File: config.mk
export PLATFORM = sky130hd
export DESIGN_NAME = uart_receiver
export DESIGN_NICKNAME = d
export VERILOG_FILES = /design/src/rtl/uart_receiver.sv
export SDC_FILE = /design/constraint.sdc
export NUM_CORES = 1
export LEC_CHECK = 0
export ABC_AREA = 1
export BUFFER_PORTS_ARGS = -buffer_cell sky130_fd_sc_hd__buf_2
export CAP_MARGIN = 30
export CORE_ASPECT_RATIO = 1.2
export CORE_UTILIZATION = 35
export CTS_CLUSTER_SIZE = 40
export DETAILED_ROUTE_END_ITERATION = 7
export SLEW_MARGIN = 10
export SYNTH_ARGS = -nofsm -noshare
export SYNTH_HDL_FRONTEND = slang
export SYNTH_SLANG_ARGS = --single-unit
File: constraint.sdc
create_clock -name sysclk -period 1.6 [get_ports sysclk]
set_clock_uncertainty 0.05 [all_clocks]
set_input_delay 0.16 -clock sysclk [delete_from_list [all_inputs] [get_ports sysclk]]
set_output_delay 0.16 -clock sysclk [all_outputs]
set_load 0.02 [all_outputs]
File: src/rtl/uart_receiver.sv
// uart_receiver: 8x-oversampled UART receive stage.
// Frame: 1 start bit, 8 data bits (LSB first), optional even parity, 1 stop bit.
// The received byte is presented in RDR, with RDRF, OE, FE and PE status flags.
// Define UART_RX_PARITY_EN to add the parity bit and a live PE flag;
// without it the frame has no parity bit and PE is tied low.

module uart_receiver (
    input  logic       sysclk,
    input  logic       rst,
    input  logic       rxd,
    input  logic       bclkx8,
    input  logic       rdrf_clr,
    output logic [7:0] RDR,
    output logic       RDRF,
    output logic       OE,
    output logic       FE,
    output logic       PE
);

    typedef enum logic [1:0] {
        IDLE,
        START_DET,
        RECV_DATA
    } state_t;

`ifdef UART_RX_PARITY_EN
    localparam logic [3:0] STOP_CT = 4'd9;
`else
    localparam logic [3:0] STOP_CT = 4'd8;
`endif

    logic       rxdMeta_q;
    logic       rxdSync_q;
    logic       bclkx8_q;
    logic       tick;
    state_t     state_q;
    logic [2:0] ct1_q;
    logic [3:0] ct2_q;
    logic [7:0] rsr_q;
    logic [7:0] rsrShift_d;
    logic       armed_q;
    logic [7:0] rdr_q;
    logic       rdrf_q;
    logic       oe_q;
    logic       fe_q;
`ifdef UART_RX_PARITY_EN
    logic       pe_q;
    logic       parErr_q;
`endif

    // Two-flop synchronizer for the line plus a delayed baud level for edge detection.
    // Everything resets high so an idle line and a high baud level produce no tick at release.
    always_ff @(posedge sysclk or posedge rst) begin
        if (rst) begin
            rxdMeta_q <= 1'b1;
            rxdSync_q <= 1'b1;
            bclkx8_q  <= 1'b1;
        end else begin
            rxdMeta_q <= rxd;
            rxdSync_q <= rxdMeta_q;
            bclkx8_q  <= bclkx8;
        end
    end

    // One-cycle tick on each rising edge of the 8x baud level, and the next shift value.
    always_comb begin
        tick       = bclkx8 & ~bclkx8_q;
        rsrShift_d = {rxdSync_q, rsr_q[7:1]};
    end

    // Receive FSM with counters, shift register and host-visible holding register and flags.
    // The host clear is applied first so that a frame load in the same cycle overrides it.
    always_ff @(posedge sysclk or posedge rst) begin
        if (rst) begin
            state_q  <= IDLE;
            ct1_q    <= 3'd0;
            ct2_q    <= 4'd0;
            rsr_q    <= 8'h00;
            armed_q  <= 1'b1;
            rdr_q    <= 8'h00;
            rdrf_q   <= 1'b0;
            oe_q     <= 1'b0;
            fe_q     <= 1'b0;
`ifdef UART_RX_PARITY_EN
            pe_q     <= 1'b0;
            parErr_q <= 1'b0;
`endif
        end else begin
            if (rdrf_clr) begin
                rdrf_q <= 1'b0;
                oe_q   <= 1'b0;
                fe_q   <= 1'b0;
`ifdef UART_RX_PARITY_EN
                pe_q   <= 1'b0;
`endif
            end
            if (tick) begin
                case (state_q)
                    IDLE: begin
                        if (rxdSync_q) begin
                            armed_q <= 1'b1;
                        end else if (armed_q) begin
                            ct1_q   <= 3'd0;
                            state_q <= START_DET;
                        end
                    end
                    START_DET: begin
                        if (rxdSync_q) begin
                            state_q <= IDLE;
                        end else if (ct1_q == 3'd3) begin
                            ct1_q   <= 3'd0;
                            state_q <= RECV_DATA;
                        end else begin
                            ct1_q <= ct1_q + 3'd1;
                        end
                    end
                    RECV_DATA: begin
                        if (ct1_q == 3'd7) begin
                            ct1_q <= 3'd0;
                            if (ct2_q < 4'd8) begin
                                rsr_q <= rsrShift_d;
                                ct2_q <= ct2_q + 4'd1;
`ifdef UART_RX_PARITY_EN
                            end else if (ct2_q < STOP_CT) begin
                                parErr_q <= ^{rsr_q, rxdSync_q};
                                ct2_q    <= ct2_q + 4'd1;
`endif
                            end else begin
                                rdr_q   <= rsr_q;
                                rdrf_q  <= 1'b1;
                                oe_q    <= rdrf_q & ~rdrf_clr;
                                fe_q    <= ~rxdSync_q;
`ifdef UART_RX_PARITY_EN
                                pe_q    <= parErr_q;
`endif
                                armed_q <= rxdSync_q;
                                ct2_q   <= 4'd0;
                                state_q <= IDLE;
                            end
                        end else begin
                            ct1_q <= ct1_q + 3'd1;
                        end
                    end
                    default: begin
                        state_q <= IDLE;
                    end
                endcase
            end
        end
    end

    assign RDR  = rdr_q;
    assign RDRF = rdrf_q;
    assign OE   = oe_q;
    assign FE   = fe_q;
`ifdef UART_RX_PARITY_EN
    assign PE   = pe_q;
`else
    assign PE   = 1'b0;
`endif

endmodule

==> results.txt <==
The global routing stage identified its most utilized layer as met2. When the netlist entered floorplanning its net count stood at 191. The biggest area contributor in the post-synthesis netlist is sky130_fd_sc_hd__dfrtp_1. Among cell families on the critical path, the largest total delay comes from simple AND/OR/NAND/NOR gates. The netlist area before placement came out at 1500 µm². In this run the number of cells on the critical path is 8. The most critical setup path has its startpoint at state_q[0]. STA classifies the critical path endpoint as a flop. The effective utilization at floorplan came out at 37.2%. The number of buffers added by the clock tree synthesis step is 5. The number of library cell types mapped by synthesis is 26. The count of endpoints failing hold in the final timing report is 0. The maximum clock insertion buffer count is 2. Counting both buffers and inverters, the worst setup path holds a total of 2.

The fraction of final layout cells sized beyond drive strength 1 is 19.1%. The most common cell after layout, fill and taps aside is sky130_fd_sc_hd__nand2_1. The portion of total power attributed to sequential cells is 47.0%. The maximum number of pins on one net before global-route repair came out at 33. The timing endpoint of the critical path is RDR[5].

Among all flip-flop cells after synthesis, the most frequent one is sky130_fd_sc_hd__dfrtp_1. The routed wire length per instance is 10.2 µm. The number of top-level design ports came out at 17. Setup repair after global routing could not meet its margin everywhere. The total number of H-tree levels is 2. The first-pass GRT wire length came out at 4370 µm.

The register-to-register setup slack is 100 ps. The tree is rooted in a sky130_fd_sc_hd__clkbuf_8. In this run, placement finished with an instance count of 246. The max-slew violation total from the final report came out at 0. The count of fill cells added during filler insertion came out at 414. The die is 73.7 µm tall. The count of antenna diodes in the layout came out at 0. The insertion delay to the later sink of the worst-skew pair is 280 ps. The worst-case IR drop observed on VDD is 0.000405 V.

At the worst endpoint, the required time is 1770 ps. The worst stage delay on the critical path is 370 ps. Cell internal power was estimated by the tool at 1.35 mW. The CTS clock-pin slew for the worst setup and hold paths came out at 60 ps.

The floorplan step defined a die boundary enclosing 4550 µm². The signal arrival time at the worst endpoint came out at 1670 ps. The power dissipated by switching net loads came out at 0.555 mW. The width of the die is 61.8 µm.

The flip-flop and latch count after synthesis came out at 32. Combinational logic is responsible for 20.1% of the overall power. Walking the worst path, the cells encountered are inv_1 -> ha_2 -> inv_1 -> nor2_1 -> nand2_2 -> nor2_4 -> nand2_1 -> nand2_1. The number of endpoints failing setup at the final stage came out at 0.

The number of instances on the worst hold path came out at 4. The filler-free cell count of the finished design came out at 258. The layout-stage area growth over the synthesis result came out at 18.3%. The routed layout has 1116 vias. The worst setup path is launched from a flop.

The area of the multi-input gates came out at 623 µm². The number of global-route vias before repair is 1044. For this run, the register share of the synthesized area comes to 53.7%.

Once layout is complete, the utilization of the core stands at 44.0%. The power per standard cell area came out at 1070 nW/µm². The share of total power in the clock network came out at 32.9%. The largest fanout of any net on the critical path came out at 6. Yosys printed 0 warnings. The pre-antenna-repair detailed-routing pass consisted of 4 iterations. Buffers placed on the I/O ports in this run total 15. After detailed routing, the total wire length is 2630 µm. The cell area after placement is 1630 µm².

The met2 demand-to-capacity share in global routing came out at 22.8%. Summing all flip-flop and latch instances after layout gives 806 µm². The leakage power total came out at 0.990 nW. The average instance in the mapped netlist occupies 8.43 µm².

The met1 usage in global routing came out at 14.5%. The final critical path takes up 93.7% of the cycle. The count of standard-cell rows came out at 25.

The total number of clock tree sinks is 32. The initial antenna violation count came out at 0. For this run, design rule violations remaining after detail routing come to 0. Counting flops with a built-in enable in the synthesized netlist gives 0. The peak clock frequency supported by timing came out at 667 MHz. The kind of critical path is flop to flop. The layout net count is 216.

The beginning of the worst register-to-register path is state_q[0]. The global placer's final weighted congestion is 0.732. The final antenna-violating net count is 0.

After detailed routing, the number of vias per cell comes to 4.33. Counting I/O delays and the setup requirement, the final critical path takes 1500 ps. The max capacitance violation total came out at 0. After floorplanning, the core was sized to cover 4040 µm².

The worst hold path begins at rdrf_clr. The number of instances in the synthesized netlist came out at 178. The endpoint identified for the worst register-to-register timing path is RDR[5]. In the layout the commonest cells are sky130_fd_sc_hd__nand2_1, sky130_fd_sc_hd__dfrtp_1, sky130_fd_sc_hd__inv_1, sky130_fd_sc_hd__buf_2, sky130_fd_sc_hd__ha_1. Global routing consumed, on the met3 layer, 4.75% of the routing resources.

The worst reg-to-reg path cell count came out at 8. The run finished with clean final reports. The path class of the tightest hold or removal check is primary input to flop. The HPWL after detailed placement came out at 1820 µm.

The slowest cell on the critical path is sky130_fd_sc_hd__dfrtp_1. The detailed router's first-iteration violation count is 51. The async set or reset register ratio after synthesis came out at 100%. Sorting the synthesized cells by area gives the leading types as sky130_fd_sc_hd__dfrtp_1, sky130_fd_sc_hd__nand2_1, sky130_fd_sc_hd__dfstp_2.

The switching share of total power is 29.1%. The total track usage came out at 13.2%. The area of all placed cells without fillers is 1780 µm². The share of synthesized area in the top cell type comes to 46.7%. TritonCTS built the clock tree. The total overflow reported by the global router came out at 0.
## kinds of logic after synthesis
family                   synth area share (%)
XOR/XNOR                                0.584
flip-flops                               53.7
AND/OR/NAND/NOR                          28.6
buffers and inverters                    5.84
other                                   0.250
adder cells (fa/ha/maj)                  6.67
AO/OA/AOI/OAI                            3.67
multiplexers                            0.667
## power by group through the flow
| stage | Clock, mW | Sequential, mW | Combinational, mW |
|---|---|---|---|
| after global routing | 0.688 | 0.905 | 0.444 |
| after floorplan | 0 | 0.910 | 0.281 |
| final | 0.627 | 0.897 | 0.383 |
| after detailed placement | 0 | 0.911 | 0.378 |
| after CTS | 0.659 | 0.896 | 0.385 |
| after global placement | 0 | 0.912 | 0.373 |
## layer usage
layer  up-vias  share of wire [%]
li1        595                  -
met1       499                 48
met2        17                 46
met3         5                3.3
met4         0                2.2
met5         -                  0
## worst register-to-register path, stage by stage, from the launching register on
cell                      delay (ps)
sky130_fd_sc_hd__dfrtp_1         370
sky130_fd_sc_hd__inv_1            80
sky130_fd_sc_hd__ha_2            220
sky130_fd_sc_hd__inv_1            80
sky130_fd_sc_hd__nor2_1          130
sky130_fd_sc_hd__nand2_2         150
sky130_fd_sc_hd__nor2_4          220
sky130_fd_sc_hd__nand2_1          80
sky130_fd_sc_hd__nand2_1          70
## worst min path at each step
stage | slack (ps) | to
global route | 140 | OE
floorplan | 110 | bclkx8_q
finish | 110 | RDRF
global placement | 210 | rxdMeta_q
CTS | 110 | RDRF
detailed placement | 220 | state_q[1]
## state kept, by name, indices dropped and copies added, names as in the netlist
register / count
bclkx8_q: 1
OE: 1
rxdMeta_q: 1
ct2_q: 4
FE: 1
state_q: 2
ct1_q: 3
rxdSync_q: 1
rsr_q: 8
RDR: 8
armed_q: 1
RDRF: 1
## metrics by stage
step | worst slack, ps | setup TNS, ps | hold WS, ps | power, mW
2_1_floorplan | 192 | 0 | 114 | 1.19
3_3_place_gp | 48.3 | 0 | 215 | 1.29
3_5_place_dp | 21.5 | 0 | 216 | 1.29
4_1_cts | 2.32 | 0 | 107 | 1.94
5_1_grt | -4.04 | -11.6 | 144 | 2.04
6_report | 101 | 0 | 115 | 1.91
## synth_stat cells (2+ instances only)
library cell,instances
sky130_fd_sc_hd__a21oi_1,4
sky130_fd_sc_hd__o21ai_0,2
sky130_fd_sc_hd__nand2_2,2
sky130_fd_sc_hd__o21ai_1,2
sky130_fd_sc_hd__nand2_1,86
sky130_fd_sc_hd__dfrtp_1,28
sky130_fd_sc_hd__nand3_1,6
sky130_fd_sc_hd__inv_1,16
sky130_fd_sc_hd__dfstp_2,4
sky130_fd_sc_hd__ha_1,8
sky130_fd_sc_hd__nor2_1,5
## area by class of cell
type | instances | share of cell area [%]
Timing Repair Buffer | 20 | 6.77
Inverter | 17 | 3.74
Multi-Input combinational cell | 127 | 35.1
Sequential cell | 32 | 45.4
Clock buffer | 6 | 4.65
Clock inverter | 2 | 0.564
Tap cell | 54 | 3.81
## repair_timing
item	CTS	global route
hold buffers	3	0
setup endpoints to repair	0	19
buffers inserted	0	0
endpoints found under the hold margin	30	0
resized for setup	0	4
No activity file was read; power rests on OpenSTA's default activity.
